`src/rtl/inception_out_collector_pkg.sv`:
```
// Shared sizes and helpers for the Inception output collector.
// Sizes default to an 18-lane, 12-group, 5x5 feature map with 32-bit words.
package inception_out_collector_pkg;

    localparam int IMG_WIDTH  = 5;
    localparam int IMG_HEIGHT = 5;
    localparam int DATAWIDTH  = 32;
    localparam int CHANNEL    = 12;
    localparam int LANES      = 18;
    localparam int DEPTH      = 8;

    localparam int BEATS_PER_FRAME = IMG_WIDTH * IMG_HEIGHT * CHANNEL;
    localparam int WORDS_PER_FRAME = BEATS_PER_FRAME * LANES;
    localparam int BEAT_W          = LANES * DATAWIDTH;

    localparam int LANE_W  = $clog2(LANES);
    localparam int GRP_W   = $clog2(CHANNEL);
    localparam int CHAN_W  = $clog2(CHANNEL * LANES);
    localparam int X_W     = $clog2(IMG_WIDTH);
    localparam int Y_W     = $clog2(IMG_HEIGHT);
    localparam int LEVEL_W = $clog2(DEPTH) + 1;

    // Lane k of a beat occupies bits [k*DATAWIDTH +: DATAWIDTH].
    function automatic logic [DATAWIDTH-1:0] lane_slice(input logic [BEAT_W-1:0] beat,
                                                        input logic [LANE_W-1:0] lane);
        return beat[int'(lane) * DATAWIDTH +: DATAWIDTH];
    endfunction

endpackage

```
`src/rtl/inception_out_collector_if.sv`:
```
// Beat input and tagged word output bundle of the collector.
interface inception_out_collector_if;
    import inception_out_collector_pkg::*;

    logic                 valid_in;
    logic [BEAT_W-1:0]    in_data;
    logic                 out_valid;
    logic                 out_ready;
    logic [DATAWIDTH-1:0] out_data;
    logic [CHAN_W-1:0]    out_chan;
    logic [X_W-1:0]       out_x;
    logic [Y_W-1:0]       out_y;
    logic                 out_last;
    logic                 overflow;
    logic [LEVEL_W-1:0]   level;

    modport master (
        output valid_in, in_data, out_ready,
        input  out_valid, out_data, out_chan, out_x, out_y, out_last, overflow, level
    );

    modport slave (
        input  valid_in, in_data, out_ready,
        output out_valid, out_data, out_chan, out_x, out_y, out_last, overflow, level
    );

endinterface

```
`src/rtl/inception_out_collector_fifo.sv`:
```
// First-word-fall-through beat FIFO; a push into a full FIFO is accepted
// only when a pop happens on the same edge.
module inception_beat_fifo #(
    parameter int WIDTH = 32,
    parameter int DEPTH = 8
) (
    input  logic                   clk,
    input  logic                   rst,
    input  logic                   push,
    input  logic                   pop,
    input  logic [WIDTH-1:0]       wr_data,
    output logic [WIDTH-1:0]       rd_data,
    output logic                   full,
    output logic                   empty,
    output logic [$clog2(DEPTH):0] level
);
    localparam int PTR_W = $clog2(DEPTH);

    logic [WIDTH-1:0] mem_r [DEPTH];
    logic [PTR_W-1:0] wr_ptr_r;
    logic [PTR_W-1:0] rd_ptr_r;
    logic [PTR_W:0]   level_r;
    logic             do_push_s;
    logic             do_pop_s;

    // Qualify push/pop against the current occupancy.
    always_comb begin
        do_pop_s  = pop && (level_r != '0);
        do_push_s = push && ((level_r != (PTR_W+1)'(DEPTH)) || do_pop_s);
    end

    // Pointers wrap naturally (DEPTH is a power of 2); level tracks push/pop directly.
    always_ff @(posedge clk or posedge rst) begin
        if (rst) begin
            wr_ptr_r <= '0;
            rd_ptr_r <= '0;
            level_r  <= '0;
        end else begin
            if (do_push_s) wr_ptr_r <= wr_ptr_r + PTR_W'(1);
            if (do_pop_s)  rd_ptr_r <= rd_ptr_r + PTR_W'(1);
            if (do_push_s && !do_pop_s)      level_r <= level_r + (PTR_W+1)'(1);
            else if (do_pop_s && !do_push_s) level_r <= level_r - (PTR_W+1)'(1);
            else                             level_r <= level_r;
        end
    end

    // Storage write; contents are don't-care until written.
    always_ff @(posedge clk) begin
        if (do_push_s) mem_r[wr_ptr_r] <= wr_data;
    end

    assign rd_data = mem_r[rd_ptr_r];
    assign full    = (level_r == (PTR_W+1)'(DEPTH));
    assign empty   = (level_r == '0);
    assign level   = level_r;

endmodule

```
`src/rtl/inception_out_collector.sv`:
```
// Collects Lanes-wide beats from an Inception block and serialises them into
// single words tagged with output channel, pixel position and end of frame.
module inception_out_collector
    import inception_out_collector_pkg::*;
(
    input logic                      clk,
    input logic                      rst,
    inception_out_collector_if.slave bus
);
    logic [BEAT_W-1:0]  head_s;
    logic               full_s;
    logic               empty_s;
    logic [LEVEL_W-1:0] level_s;
    logic               hs_s;
    logic               pop_s;
    logic               frame_end_s;

    logic [LANE_W-1:0]  lane_r;
    logic [GRP_W-1:0]   grp_r;
    logic [X_W-1:0]     x_r;
    logic [Y_W-1:0]     y_r;
    logic               overflow_r;

    inception_beat_fifo #(
        .WIDTH (BEAT_W),
        .DEPTH (DEPTH)
    ) u_fifo (
        .clk     (clk),
        .rst     (rst),
        .push    (bus.valid_in),
        .pop     (pop_s),
        .wr_data (bus.in_data),
        .rd_data (head_s),
        .full    (full_s),
        .empty   (empty_s),
        .level   (level_s)
    );

    // Handshake decode; the head beat retires with its last lane.
    always_comb begin
        hs_s        = !empty_s && bus.out_ready;
        pop_s       = hs_s && (lane_r == LANE_W'(LANES - 1));
        frame_end_s = (grp_r == GRP_W'(CHANNEL - 1)) && (x_r == X_W'(IMG_WIDTH - 1))
                      && (y_r == Y_W'(IMG_HEIGHT - 1));
    end

    // Lane select within the head beat.
    always_ff @(posedge clk or posedge rst) begin
        if (rst)        lane_r <= '0;
        else if (pop_s) lane_r <= '0;
        else if (hs_s)  lane_r <= lane_r + LANE_W'(1);
        else            lane_r <= lane_r;
    end

    // Position of the head beat: channel group fastest, then column, then row.
    always_ff @(posedge clk or posedge rst) begin
        if (rst) begin
            grp_r <= '0;
            x_r   <= '0;
            y_r   <= '0;
        end else if (pop_s) begin
            if (grp_r != GRP_W'(CHANNEL - 1)) begin
                grp_r <= grp_r + GRP_W'(1);
            end else begin
                grp_r <= '0;
                if (x_r != X_W'(IMG_WIDTH - 1)) begin
                    x_r <= x_r + X_W'(1);
                end else begin
                    x_r <= '0;
                    y_r <= (y_r == Y_W'(IMG_HEIGHT - 1)) ? '0 : y_r + Y_W'(1);
                end
            end
        end else begin
            grp_r <= grp_r;
        end
    end

    // Upstream cannot be stalled, so a dropped beat is remembered until reset.
    always_ff @(posedge clk or posedge rst) begin
        if (rst)                                   overflow_r <= 1'b0;
        else if (bus.valid_in && full_s && !pop_s) overflow_r <= 1'b1;
        else                                       overflow_r <= overflow_r;
    end

    // Word outputs read zero whenever nothing is buffered.
    always_comb begin
        bus.out_valid = 1'b0;
        bus.out_data  = '0;
        bus.out_chan  = '0;
        bus.out_x     = '0;
        bus.out_y     = '0;
        bus.out_last  = 1'b0;
        if (!empty_s) begin
            bus.out_valid = 1'b1;
            bus.out_data  = lane_slice(head_s, lane_r);
            bus.out_chan  = CHAN_W'(grp_r) * CHAN_W'(LANES) + CHAN_W'(lane_r);
            bus.out_x     = x_r;
            bus.out_y     = y_r;
            bus.out_last  = frame_end_s && (lane_r == LANE_W'(LANES - 1));
        end else begin
            bus.out_valid = 1'b0;
        end
    end

    assign bus.overflow = overflow_r;
    assign bus.level    = level_s;

endmodule

```
`src/flat_wrapper.sv`:
```
// flat-port wrapper written by rule: the top's interface ports become plain ports
module inception_out_collector_flat import inception_out_collector_pkg::*;
  (clk, rst, bus_valid_in, bus_in_data, bus_out_ready, bus_out_valid, bus_out_data, bus_out_chan, bus_out_x, bus_out_y, bus_out_last, bus_overflow, bus_level);
  inception_out_collector_if bus_i ();
  input logic clk;
  input logic rst;
  input wire logic [$bits(bus_i.valid_in)-1:0] bus_valid_in;
  input wire logic [$bits(bus_i.in_data)-1:0] bus_in_data;
  input wire logic [$bits(bus_i.out_ready)-1:0] bus_out_ready;
  output wire logic [$bits(bus_i.out_valid)-1:0] bus_out_valid;
  output wire logic [$bits(bus_i.out_data)-1:0] bus_out_data;
  output wire logic [$bits(bus_i.out_chan)-1:0] bus_out_chan;
  output wire logic [$bits(bus_i.out_x)-1:0] bus_out_x;
  output wire logic [$bits(bus_i.out_y)-1:0] bus_out_y;
  output wire logic [$bits(bus_i.out_last)-1:0] bus_out_last;
  output wire logic [$bits(bus_i.overflow)-1:0] bus_overflow;
  output wire logic [$bits(bus_i.level)-1:0] bus_level;
  assign bus_i.valid_in = bus_valid_in;
  assign bus_i.in_data = bus_in_data;
  assign bus_i.out_ready = bus_out_ready;
  assign bus_out_valid = bus_i.out_valid;
  assign bus_out_data = bus_i.out_data;
  assign bus_out_chan = bus_i.out_chan;
  assign bus_out_x = bus_i.out_x;
  assign bus_out_y = bus_i.out_y;
  assign bus_out_last = bus_i.out_last;
  assign bus_overflow = bus_i.overflow;
  assign bus_level = bus_i.level;
  inception_out_collector u_core (.clk(clk), .rst(rst), .bus(bus_i));
endmodule
```
`config.mk`:
```
export PLATFORM = sky130hd
export DESIGN_NAME = inception_out_collector_flat
export DESIGN_NICKNAME = d
export VERILOG_FILES = /design/src/rtl/inception_out_collector_pkg.sv /design/src/rtl/inception_out_collector_if.sv /design/src/rtl/inception_out_collector_fifo.sv /design/src/rtl/inception_out_collector.sv /design/src/flat_wrapper.sv
export SDC_FILE = /design/constraint.sdc
export NUM_CORES = 2
export LEC_CHECK = 0
export CORE_MARGIN = 10
export CORE_UTILIZATION = 59
export CTS_CLUSTER_DIAMETER = 200
export DETAILED_ROUTE_END_ITERATION = 7
export HOLD_SLACK_MARGIN = 0.08
export PLACE_DENSITY = 0.77
export SETUP_SLACK_MARGIN = 0.5
export SKIP_LAST_GASP = 1
export SLEW_MARGIN = 5
export SYNTH_ARGS = -nofsm -noshare
export SYNTH_HDL_FRONTEND = slang
export SYNTH_MEMORY_MAX_BITS = 65536
export SYNTH_SLANG_ARGS = --single-unit
export TNS_END_PERCENT = 20
```
`constraint.sdc`:
```
create_clock -name clk -period 125.8 [get_ports clk]
set_clock_uncertainty 0.05 [all_clocks]
set_input_delay 25.16 -clock clk [delete_from_list [all_inputs] [get_ports clk]]
set_output_delay 25.16 -clock clk [all_outputs]
set_load 0.02 [all_outputs]
```
==> impl_metrics.ini <==
[outcome]
status = complete, no violations

[hold_path]
hold_end = u_core.bus.overflow$_DFFE_PP0P_
worstHoldPathType = flip-flop to flip-flop
hp-start = u_core.bus.overflow$_DFFE_PP0P_
holdPathStages = 1

[critical_path]
rrSetupSlack_ns = 117.41
crit_path_max_fanout = 97
cp-end-kind = output port
crit_chain = buf_4 -> buf_4 -> buf_4 -> buf_4 -> buf_12 -> buf_4 -> mux4_2 -> mux2i_1 -> o22ai_1 -> nor4_1 -> a21oi_1 -> a21o_1 -> clkdlybuf4s50_1
cp_data_arrival_time_ns = 8.86
rr_worst_depth = 16
path_class = flip-flop to output port
rr_endpoint = u_core.u_fifo.mem_r[1][505]$_DFFE_PP_
path_common_cell = buf_4
critPathLaunchType = flip-flop
critPathTopFamily = buffers and inverters
critical-path-max-stage-delay_ns = 0.85
rr_startpoint = u_core.lane_r[0]$_DFFE_PP0P_
slowest_stage = buf_4
path_buf_inv = 7
crit_required_ns = 100.59

[floorplanning]
core_um2 = 297000
die_y_um = 567
row_count = 200
die_w_um = 567
dieArea_um2 = 322000
start_util_pct = 59.4
ios = 633

[route]
drc = 0
drt_iter0_markers = 12000
finalWirelength_um = 456000
routed_via_density = 6.73
dr.pass1.iters = 5
num_vias = 85900
antenna_left = 0
wl_per_cell_um = 35.8

[clock_network]
cts_hold_buffers = 0
root_buffer = clkbuf_16
clk-insertion-delay-late_ns = 0.97
cts_setup_buffers = 0
cts_num_sinks = 4634
cts_buffers = 444
cts_tree = done
clk_pin_slew_ns = 0.06
cts_resized = 0
htree_levels = 5
clk_path_buf_depth = 4

[cells_and_area]
multiInputGateArea_um2 = 35500
drive_gt1_share_pct = 22.7
syn_to_final_growth_pct = 14.5
regArea_um2 = 139000
fill_cells = 17500
fin_nets = 8932
utilization_pct = 68.0

[logic_synthesis]
synth_cell_types = 50
ys_seq_elements = 4634
synth_ff_type = edfxtp_1
mappedNetlistArea_um2 = 177000
seq_area_frac_synth_pct = 78.7
synth-edff-count = 4608
yosysTopAreaCell = edfxtp_1
synth_area_leaders = edfxtp_1 78%, mux4_2 14%, mux2i_1 2.8%, o22ai_1 0.63%, a22oi_1 0.40%
synth_async_sr_flop_share_pct = 0.561
synth_commonest_cells = 4608 x edfxtp_1, 1126 x mux4_2, 486 x mux2i_1
synthCells = 7472
syn_nets = 8073
yosysWarnings = 0
synth_top_area_share_pct = 78.4
synth_most_common_cell = edfxtp_1
syn_avg_cell_area_um2 = 23.6

[grt]
antenna_found_initial = 273
grt_max_degree = 133
grt_pass1_wl_um = 646000
grt_pass1_vias = 85600
grt-ovfl-total = 0
grt.total_usage_pct = 27.8

[sta]
timing.setup.tns_ns = 0
fin_crit_ns = 34.07
rsz0062_at_grt = no
fmax_ghz = 0.0293
slew_headroom_pct = 10.6
finalHoldViolations = 0
slew_viol_final = 0
setup_viol = 0
layout_worst_path_cycle_share_pct = 27.1
worstMarginPinSlew_ns = 1.34
holdWs_ns = 0.448

[power_and_ir_drop]
p_leak_nw = 62.5
ir_worst_vdd_uv = 20.7
powerDensity_nw_per_um2 = 21.9
power_mw = 4.43

[flow_run]
cap_violations = 0

[place]
port_buffers = 632
dp_hpwl_um = 275000
gp_congestion = 0.828
## final cells by class
cell class,count,area share (%)
Tap cell,3939,2.44
Antenna cell,115,0.142
Clock inverter,286,1.39
Clock buffer,538,5.73
Multi-Input combinational cell,2431,17.6
Timing Repair Buffer,809,3.90
Sequential cell,4634,68.8
Inverter,11,0.0204
## state kept, by name (all words and copies together), names as in the netlist
name	cells
u_core.u_fifo.wr_ptr_r	3
u_core.bus.overflow	1
u_core.x_r	3
u_core.y_r	3
u_core.u_fifo.mem_r	4608
u_core.u_fifo.rd_ptr_r	3
u_core.grp_r	4
u_core.u_fifo.level	4
u_core.lane_r	5
## metal layers
layer  global-route usage (%)  vias to the layer above  share of wire, %
li1                         -                    34100                 -
met1                     37.9                    45300                36
met2                     41.5                     5330                47
met3                     9.56                     1007                12
met4                     12.0                      206               4.5
met5                        0                        -              0.28
## worst max path at each step
stage / start / to / slack (ns) / depth (start not counted)
global route: u_core.u_fifo.rd_ptr_r[0]$_DFFE_PP0P_ / bus_out_data[19] / 90.93 / 13
finish: u_core.u_fifo.rd_ptr_r[0]$_DFFE_PP0P_ / bus_out_data[19] / 91.73 / 13
detailed placement: u_core.u_fifo.rd_ptr_r[0]$_DFFE_PP0P_ / bus_out_data[14] / 92.40 / 13
global placement: u_core.u_fifo.rd_ptr_r[0]$_DFFE_PP0P_ / bus_out_data[14] / 92.42 / 13
CTS: u_core.u_fifo.rd_ptr_r[0]$_DFFE_PP0P_ / bus_out_data[14] / 91.34 / 13
floorplan: bus_out_ready / u_core.u_fifo.mem_r[0][0]$_DFFE_PP_ / 58.84 / 8
## worst register-to-register path: cells and delay by family, from the launching register on
family                     cells  cell delay [ns]
buffers and inverters          9             5.55
and+or+nand+nor                6             1.30
DFF                            1             0.84
adders and majority gates      1             0.23
## logic make-up (layout without fill, tap and decap cells)
kind of cell	after synthesis	in the layout	share of synthesized area, %
adder cells (fa/ha/maj)	21	21	0.157
flip-flops	4634	4634	78.7
buffers and inverters	407	1644	1.21
multiplexers	1620	1620	17.2
XOR/XNOR	14	14	0.0695
AO/OA/AOI/OAI	517	517	1.91
other	0	115	0
AND/OR/NAND/NOR	259	259	0.737
## power by group
part	leakage [nW]	internal, mW	switching, mW
Sequential	42.1	1.94	0.0558
Clock	7.03	0.742	0.570
Combinational	13.3	0.443	0.679
## cells in the final DEF, fill, tap and decap left out, types with 18 or more instances in the layout
master and n:
clkinv_1 102, nand3_1 30, o211ai_1 21, o21ai_0 19, bufinv_16 41, ha_1 19, dfrtp_1 20, clkbuf_16 447
o22ai_1 178, diode_2 115, nor2_1 20, clkdlybuf4s50_1 632, mux4_2 1126, edfxtp_1 4608, mux2i_1 486, a21o_1 22
nor4_1 44, clkbuf_1 86, buf_4 158, a211oi_1 22, nand2_1 87, a21oi_1 101, buf_12 18, clkinv_2 96
a22oi_1 95
## stage by stage
stage | cells | area, um2 | setup WS (ns)
after global routing | 12700 | 202000 | 90.93
after floorplan | 7472 | 177000 | 58.84
final | 12800 | 202000 | 91.73
after global placement | 11800 | 187000 | 92.42
after CTS | 12600 | 202000 | 91.34
after detailed placement | 11800 | 187000 | 92.40
Power figures use the tool's default switching activity.
